`src/rtl/cache_control_pkg.sv`:
```
// Shared types and select encodings for the cache sequencing FSM and its helpers.
package cache_ctrl_types;

  typedef enum logic [1:0] {
    IDLE,
    CHECK,
    WRITEBACK,
    ALLOCATE
  } cache_state_t;

  localparam logic [1:0] PADDR_SEL_W1  = 2'b00;
  localparam logic [1:0] PADDR_SEL_W2  = 2'b01;
  localparam logic [1:0] PADDR_SEL_CPU = 2'b10;

  localparam logic DIN_SEL_PMEM = 1'b0;
  localparam logic DIN_SEL_WAY  = 1'b1;

  function automatic logic [1:0] victim_paddr_sel(input logic way);
    return way ? PADDR_SEL_W2 : PADDR_SEL_W1;
  endfunction

endpackage

```
`src/rtl/cache_control_perf_counter.sv`:
```
// Saturating event counter; holds at all-ones once full.
module cache_perf_counter #(
  parameter int unsigned CNT_WIDTH = 16
) (
  input  logic                 clk,
  input  logic                 rst_n,
  input  logic                 clear,
  input  logic                 inc,
  output logic [CNT_WIDTH-1:0] count
);

  always_ff @(posedge clk or negedge rst_n) begin
    if (!rst_n) begin
      count <= '0;
    end else if (clear) begin
      count <= '0;
    end else if (inc && (count != '1)) begin
      count <= count + 1'b1;
    end
  end

endmodule

```
`src/rtl/cache_control.sv`:
```
// Sequencing FSM for the 2-way write-back cache datapath and its pmem handshake.
// Optional performance counters are built when CACHE_PERF_CNT_EN is defined.
module cache_control
  import cache_ctrl_types::*;
#(
  parameter int unsigned CNT_WIDTH = 16
) (
  input  logic       clk,
  input  logic       rst_n,
  input  logic       mem_read,
  input  logic       mem_write,
  output logic       mem_resp,
  output logic       pmem_read,
  output logic       pmem_write,
  input  logic       pmem_resp,
  input  logic       ishit_w1,
  input  logic       ishit_w2,
  input  logic       isdirty_w1,
  input  logic       isdirty_w2,
  input  logic       lru_out,
  output logic       load_valid_w1,
  output logic       load_tag_w1,
  output logic       load_datastore_w1,
  output logic       load_dirty_w1,
  output logic       load_valid_w2,
  output logic       load_tag_w2,
  output logic       load_datastore_w2,
  output logic       load_dirty_w2,
  output logic       dirty_wdata,
  output logic       load_lru,
  output logic       datastore_in_mux_sel,
  output logic [1:0] pmem_address_mux_sel
`ifdef CACHE_PERF_CNT_EN
  ,
  output logic [CNT_WIDTH-1:0] hit_count,
  output logic [CNT_WIDTH-1:0] miss_count,
  output logic [CNT_WIDTH-1:0] wb_count
`endif
);

  cache_state_t state, next_state;
  logic victim;
  logic missed;

  logic req, is_write, is_hit, hit_way, victim_dirty;

  // A simultaneous read+write is handled as a write.
  assign req          = mem_read | mem_write;
  assign is_write     = mem_write;
  assign is_hit       = ishit_w1 | ishit_w2;
  assign hit_way      = ishit_w2;
  assign victim_dirty = lru_out ? isdirty_w2 : isdirty_w1;

  always_ff @(posedge clk or negedge rst_n) begin
    if (!rst_n) begin
      state  <= IDLE;
      victim <= 1'b0;
      missed <= 1'b0;
    end else begin
      state <= next_state;
      if (state == CHECK && req && !is_hit) begin
        victim <= lru_out;
        missed <= 1'b1;
      end else if (state == IDLE) begin
        missed <= 1'b0;
      end
    end
  end

  always_comb begin
    next_state           = state;
    mem_resp             = 1'b0;
    pmem_read            = 1'b0;
    pmem_write           = 1'b0;
    load_valid_w1        = 1'b0;
    load_tag_w1          = 1'b0;
    load_datastore_w1    = 1'b0;
    load_dirty_w1        = 1'b0;
    load_valid_w2        = 1'b0;
    load_tag_w2          = 1'b0;
    load_datastore_w2    = 1'b0;
    load_dirty_w2        = 1'b0;
    dirty_wdata          = 1'b0;
    load_lru             = 1'b0;
    datastore_in_mux_sel = DIN_SEL_PMEM;
    pmem_address_mux_sel = PADDR_SEL_CPU;

    case (state)
      IDLE: begin
        if (req) next_state = CHECK;
      end

      CHECK: begin
        if (!req) begin
          next_state = IDLE;
        end else if (is_hit) begin
          mem_resp   = 1'b1;
          load_lru   = (lru_out == hit_way);
          next_state = IDLE;
          if (is_write) begin
            dirty_wdata          = 1'b1;
            datastore_in_mux_sel = DIN_SEL_WAY;
            if (hit_way) begin
              load_datastore_w2 = 1'b1;
              load_dirty_w2     = 1'b1;
            end else begin
              load_datastore_w1 = 1'b1;
              load_dirty_w1     = 1'b1;
            end
          end
        end else begin
          next_state = victim_dirty ? WRITEBACK : ALLOCATE;
        end
      end

      WRITEBACK: begin
        pmem_write           = 1'b1;
        pmem_address_mux_sel = victim_paddr_sel(victim);
        if (pmem_resp) next_state = ALLOCATE;
      end

      ALLOCATE: begin
        pmem_read = 1'b1;
        if (pmem_resp) begin
          next_state = CHECK;
          if (victim) begin
            load_valid_w2     = 1'b1;
            load_tag_w2       = 1'b1;
            load_datastore_w2 = 1'b1;
            load_dirty_w2     = 1'b1;
          end else begin
            load_valid_w1     = 1'b1;
            load_tag_w1       = 1'b1;
            load_datastore_w1 = 1'b1;
            load_dirty_w1     = 1'b1;
          end
        end
      end

      default: next_state = IDLE;
    endcase
  end

`ifdef CACHE_PERF_CNT_EN
  logic hit_inc, miss_inc, wb_inc;

  // Hits that follow a fill belong to a miss already counted.
  assign hit_inc  = (state == CHECK) && req && is_hit && !missed;
  assign miss_inc = (state == CHECK) && req && !is_hit;
  assign wb_inc   = (state == WRITEBACK) && pmem_resp;

  cache_perf_counter #(.CNT_WIDTH(CNT_WIDTH)) u_hit_cnt (
    .clk(clk), .rst_n(rst_n), .clear(1'b0), .inc(hit_inc), .count(hit_count)
  );
  cache_perf_counter #(.CNT_WIDTH(CNT_WIDTH)) u_miss_cnt (
    .clk(clk), .rst_n(rst_n), .clear(1'b0), .inc(miss_inc), .count(miss_count)
  );
  cache_perf_counter #(.CNT_WIDTH(CNT_WIDTH)) u_wb_cnt (
    .clk(clk), .rst_n(rst_n), .clear(1'b0), .inc(wb_inc), .count(wb_count)
  );
`endif

endmodule

```
`config.mk`:
```
export PLATFORM = sky130hd
export DESIGN_NAME = cache_control
export DESIGN_NICKNAME = d
export VERILOG_FILES = /design/src/rtl/cache_control_pkg.sv /design/src/rtl/cache_control_perf_counter.sv /design/src/rtl/cache_control.sv
export SDC_FILE = /design/constraint.sdc
export NUM_CORES = 1
export LEC_CHECK = 0
export CELL_PAD_IN_SITES_DETAIL_PLACEMENT = 0
export CELL_PAD_IN_SITES_GLOBAL_PLACEMENT = 1
export CORE_AREA = 2 2 39 41
export DETAILED_ROUTE_END_ITERATION = 10
export DIE_AREA = 0 0 41 43
export DONT_BUFFER_PORTS = 1
export PLACE_DENSITY_LB_ADDON = 0.2
export SLEW_MARGIN = 20
export SYNTH_ARGS = -nofsm -noshare
export SYNTH_HDL_FRONTEND = slang
export SYNTH_SLANG_ARGS = --single-unit
```
`constraint.sdc`:
```
create_clock -name clk -period 4.3 [get_ports clk]
set_input_delay 0.86 -clock clk [delete_from_list [all_inputs] [get_ports clk]]
set_output_delay 0.86 -clock clk [all_outputs]
set_load 0.02 [all_outputs]
```
==> results.md <==
Status:
- The flow ran to the end, and the final reports show no timing, DRC or antenna violations.

Placement:
- Summing all placed instances gives a cell area of between 300 and 400 sq um.
- The count of buffers from port buffering is 0.
- The congestion estimate from routability-driven global placement came to between 0.6 and 0.7.
- The HPWL reported at the end of detailed placement is roughly 670 um.

Timing:
- The count of final max-slew check failures is 0.
- In this run the tightest slew margin relative to its limit is 0.4857.
- Setup repair after global routing left no endpoint under its margin.
- Setup violations remaining at the end of the flow were counted as 0.
- Setup total negative slack on the finished layout was measured at 0 ns.
- On the final layout, the worst clock skew is between 0.002 and 0.003 ns.
- The ratio of final minimum period to clock period is 0.6129.
- For the pin with the worst max-slew slack, the measured transition is 0.7686 ns.
- For this run, the top clock speed supported by timing is 0.3794 GHz.
- The number of hold violations in the final report came to 0.
- The minimum period implied by the final worst setup slack is ~2.6 ns.

CTS:
- The master cell of the clock root buffer is clkbuf_4.
- For this design, the CTS-stage hold fixing added 0 buffers.
- Buffers added to address setup during post-CTS repair amount to 0.
- The count of cells resized by post-cts repair is 0.
- Clock tree synthesis inserted a total of 3 buffers.
- CTS built an H-tree with a depth of 1.
- The later-pin clock latency in the skew report is approximately 0.23 ns.
- The longest clock path from root to sink contains 2 buffers.
- Counting every sink on the clock net gives 3.
- The TritonCTS clock tree is done.
- The clock transition at the register clock pins on the worst setup and hold paths after CTS is 0.04 ns.

Synth:
- The unique cell type count in the Yosys netlist is 21.
- The total of warnings raised by yosys is 0.
- Summing every instance area after synthesis gives approximately 340 sq um.
- Of the synthesized area, sequential elements account for 0.2190.
- The cell count after synthesis is 40.
- The mean area per synthesized cell is between 8 and 9 sq um.
- The number of nets in the synthesized netlist is 54.
- The register bit total from synthesis is 3.

Global routing:
- The number of global-route vias before repair is slightly above 300.
- The number of antenna violations at the first check in global routing is 0.
- The wire length of the first global-routing pass is 1.193 mm.
- The global router's overall resource usage is 0.1067.
- The total overflow left after global routing is 0.
- Entering global routing, the biggest net connects 6 pins.

Critical path:
- The cell type of the slowest stage on the worst timing path is and3_1.
- Walking the worst path, the cells encountered are ha_1 > and3_1 > a31o_2.
- For the worst setup path, the data required time is 3.44 ns.
- The critical-path maximum fanout is 4.
- The arrival time at the worst endpoint is between 1.5 and 2 ns.
- STA classifies the critical path endpoint as an output port.
- The type of the worst setup path is reg -> out.
- The maximum cell stage delay along the critical path is roughly 0.48 ns.
- The kind of launch point of the worst setup path is a register.

Power:
- IR analysis of the VDD net gives a maximum drop of roughly 0.00026 V.
- The static power due to leakage is about 0.16 nW.
- The post-route total power is roughly 0.24 mW.
- For this design the ratio of total power to cell area is 682.2 mW/mm^2.

Floorplan:
- The standard-cell row count is 14.
- The core region is 0.001384 sq mm.
- For this configuration, the core starts out at a cell density of 0.2477.
- The width of the die is ~41 um.
- Pin placement for this block handled 26 I/O pins.
- The y dimension of the die is roughly 43 um.
- The die covers 0.001763 sq mm.

Finish:
- In the final layout, the share of cells above drive strength 1 is 0.2250.
- The finished cells cover 359.1 sq um.
- The number of nets in the layout is 55.
- The layout overhead on the synthesized area is 4.744%.
- Leaving out fill and tap cells, the most frequent cells in the layout are nor2_1 (6), ha_1 (4), inv_1 (3), clkbuf_4 (3), dfrtp_1 (3).
- The commonest non-fill, non-tap cell in the layout is nor2_1.
- The number of diodes is 0.

Detailed routing:
- After detailed routing, the average wire length per cell comes to 14.54 um.
- Detailed routing inserted a total of around 270 vias.
- In the routed layout, each cell is associated on average with a via count of about 4.9.
- For this run, design rule violations remaining after detail routing come to 0.
- The count of antenna-violating nets left after detailed routing is 0.
- The total wire length is ~810 um.
- The iteration count of the initial detailed-routing pass is 2.
- After the first detailed-routing iteration, the DRC count stood at 2.

Run:
- Across the run, the number of max-cap violations was 0.

Hold path:
- The worst min-delay path category is in -> async.
-- worst max-delay path, delay by kind of cell (launching register included) --
kind	cells	cell delay (ns)
and+or+nand+nor	1	0.48
DFF	1	0.39
adders and majority gates	1	0.35
AOI/OAI and AO/OA	1	0.32
-- worst paths after layout --
path                                           to  startpoint  slack, ns  cells after the start
worst max-delay path            load_datastore_w2    state[0]       1.66                      3
worst min-delay path                       victim       rst_n       0.32                      0
worst max register to register           state[0]    state[0]       2.72                      5
worst min register to register           state[0]    state[0]       0.59                      1
max in group asynchronous                state[1]       rst_n       3.91                      0
min in group clk                         state[0]    state[0]       0.59                      1
-- flip-flops by register name, indices dropped and copies added, names as in the netlist --
register,flops
state,2
victim,1
-- power breakdown --
group	total (mW)	internal, mW	switching (mW)
clock network	0.0498	0.0348	0.0150
registers	0.0549	0.0412	0.0136
logic	0.140	0.0529	0.0874
-- cell usage after synthesis --
cell type  n  area, sq um
a31o_2     1        8.760
and2_1     1        6.260
and3_1     1        6.260
buf_4      5        37.54
dfrtp_1    3        75.07
ha_1       4        50.05
inv_1      3        11.26
mux2_2     2        22.52
mux2_4     1        15.01
nand2_1    2        7.510
nor2_1     6        22.52
nor3_1     1        5.000
o211ai_1   1        7.510
o21a_1     2        15.01
o21ai_0    1        5.000
o22ai_1    1        6.260
o311ai_1   1        8.760
o32ai_1    1        8.760
or2_2      1        6.260
or3b_1     1        8.760
xor2_1     1        8.760
-- metal layers --
metal  vias up  global-route usage  part of all wire
li1        134                   -                 -
met2        10              0.1531              0.54
met1       129              0.1039              0.36
met4         0              0.1000                 0
met5         -                   0                 0
met3         0             0.05236             0.091
-- through the flow --
step           setup slack (ns)  utilization  hold slack (ns)  instances
2_1_floorplan             1.591            -           0.5334         40
3_3_place_gp              1.786       0.2405           0.5645         52
3_5_place_dp              1.795       0.2405           0.5645         52
4_1_cts                   1.645       0.2595           0.3102         56
5_1_grt                   1.560       0.2595           0.3067         56
6_report                  1.664       0.2595           0.3212         56
-- kinds of logic after synthesis --
| logic type | synth area share |
|---|---|
| AO/OA/AOI/OAI | 0.1752 |
| multiplexers | 0.1095 |
| buffers and inverters | 0.1423 |
| AND/OR/NAND/NOR | 0.1825 |
| flip-flops | 0.2190 |
| XOR/XNOR | 0.02555 |
| adder cells (fa/ha/maj) | 0.1460 |
-- area by class of cell --
| type | count | area (sq um) |
|---|---|---|
| well taps | 16 | 20.02 |
| multi-input cells | 29 | 219.0 |
| fillers | 153 | 1025 |
| clock buffers | 4 | 26.28 |
| flip-flops and latches | 3 | 75.07 |
| inverters | 3 | 11.26 |
| repair buffers | 1 | 7.507 |
No activity file was read; power rests on OpenSTA's default activity.
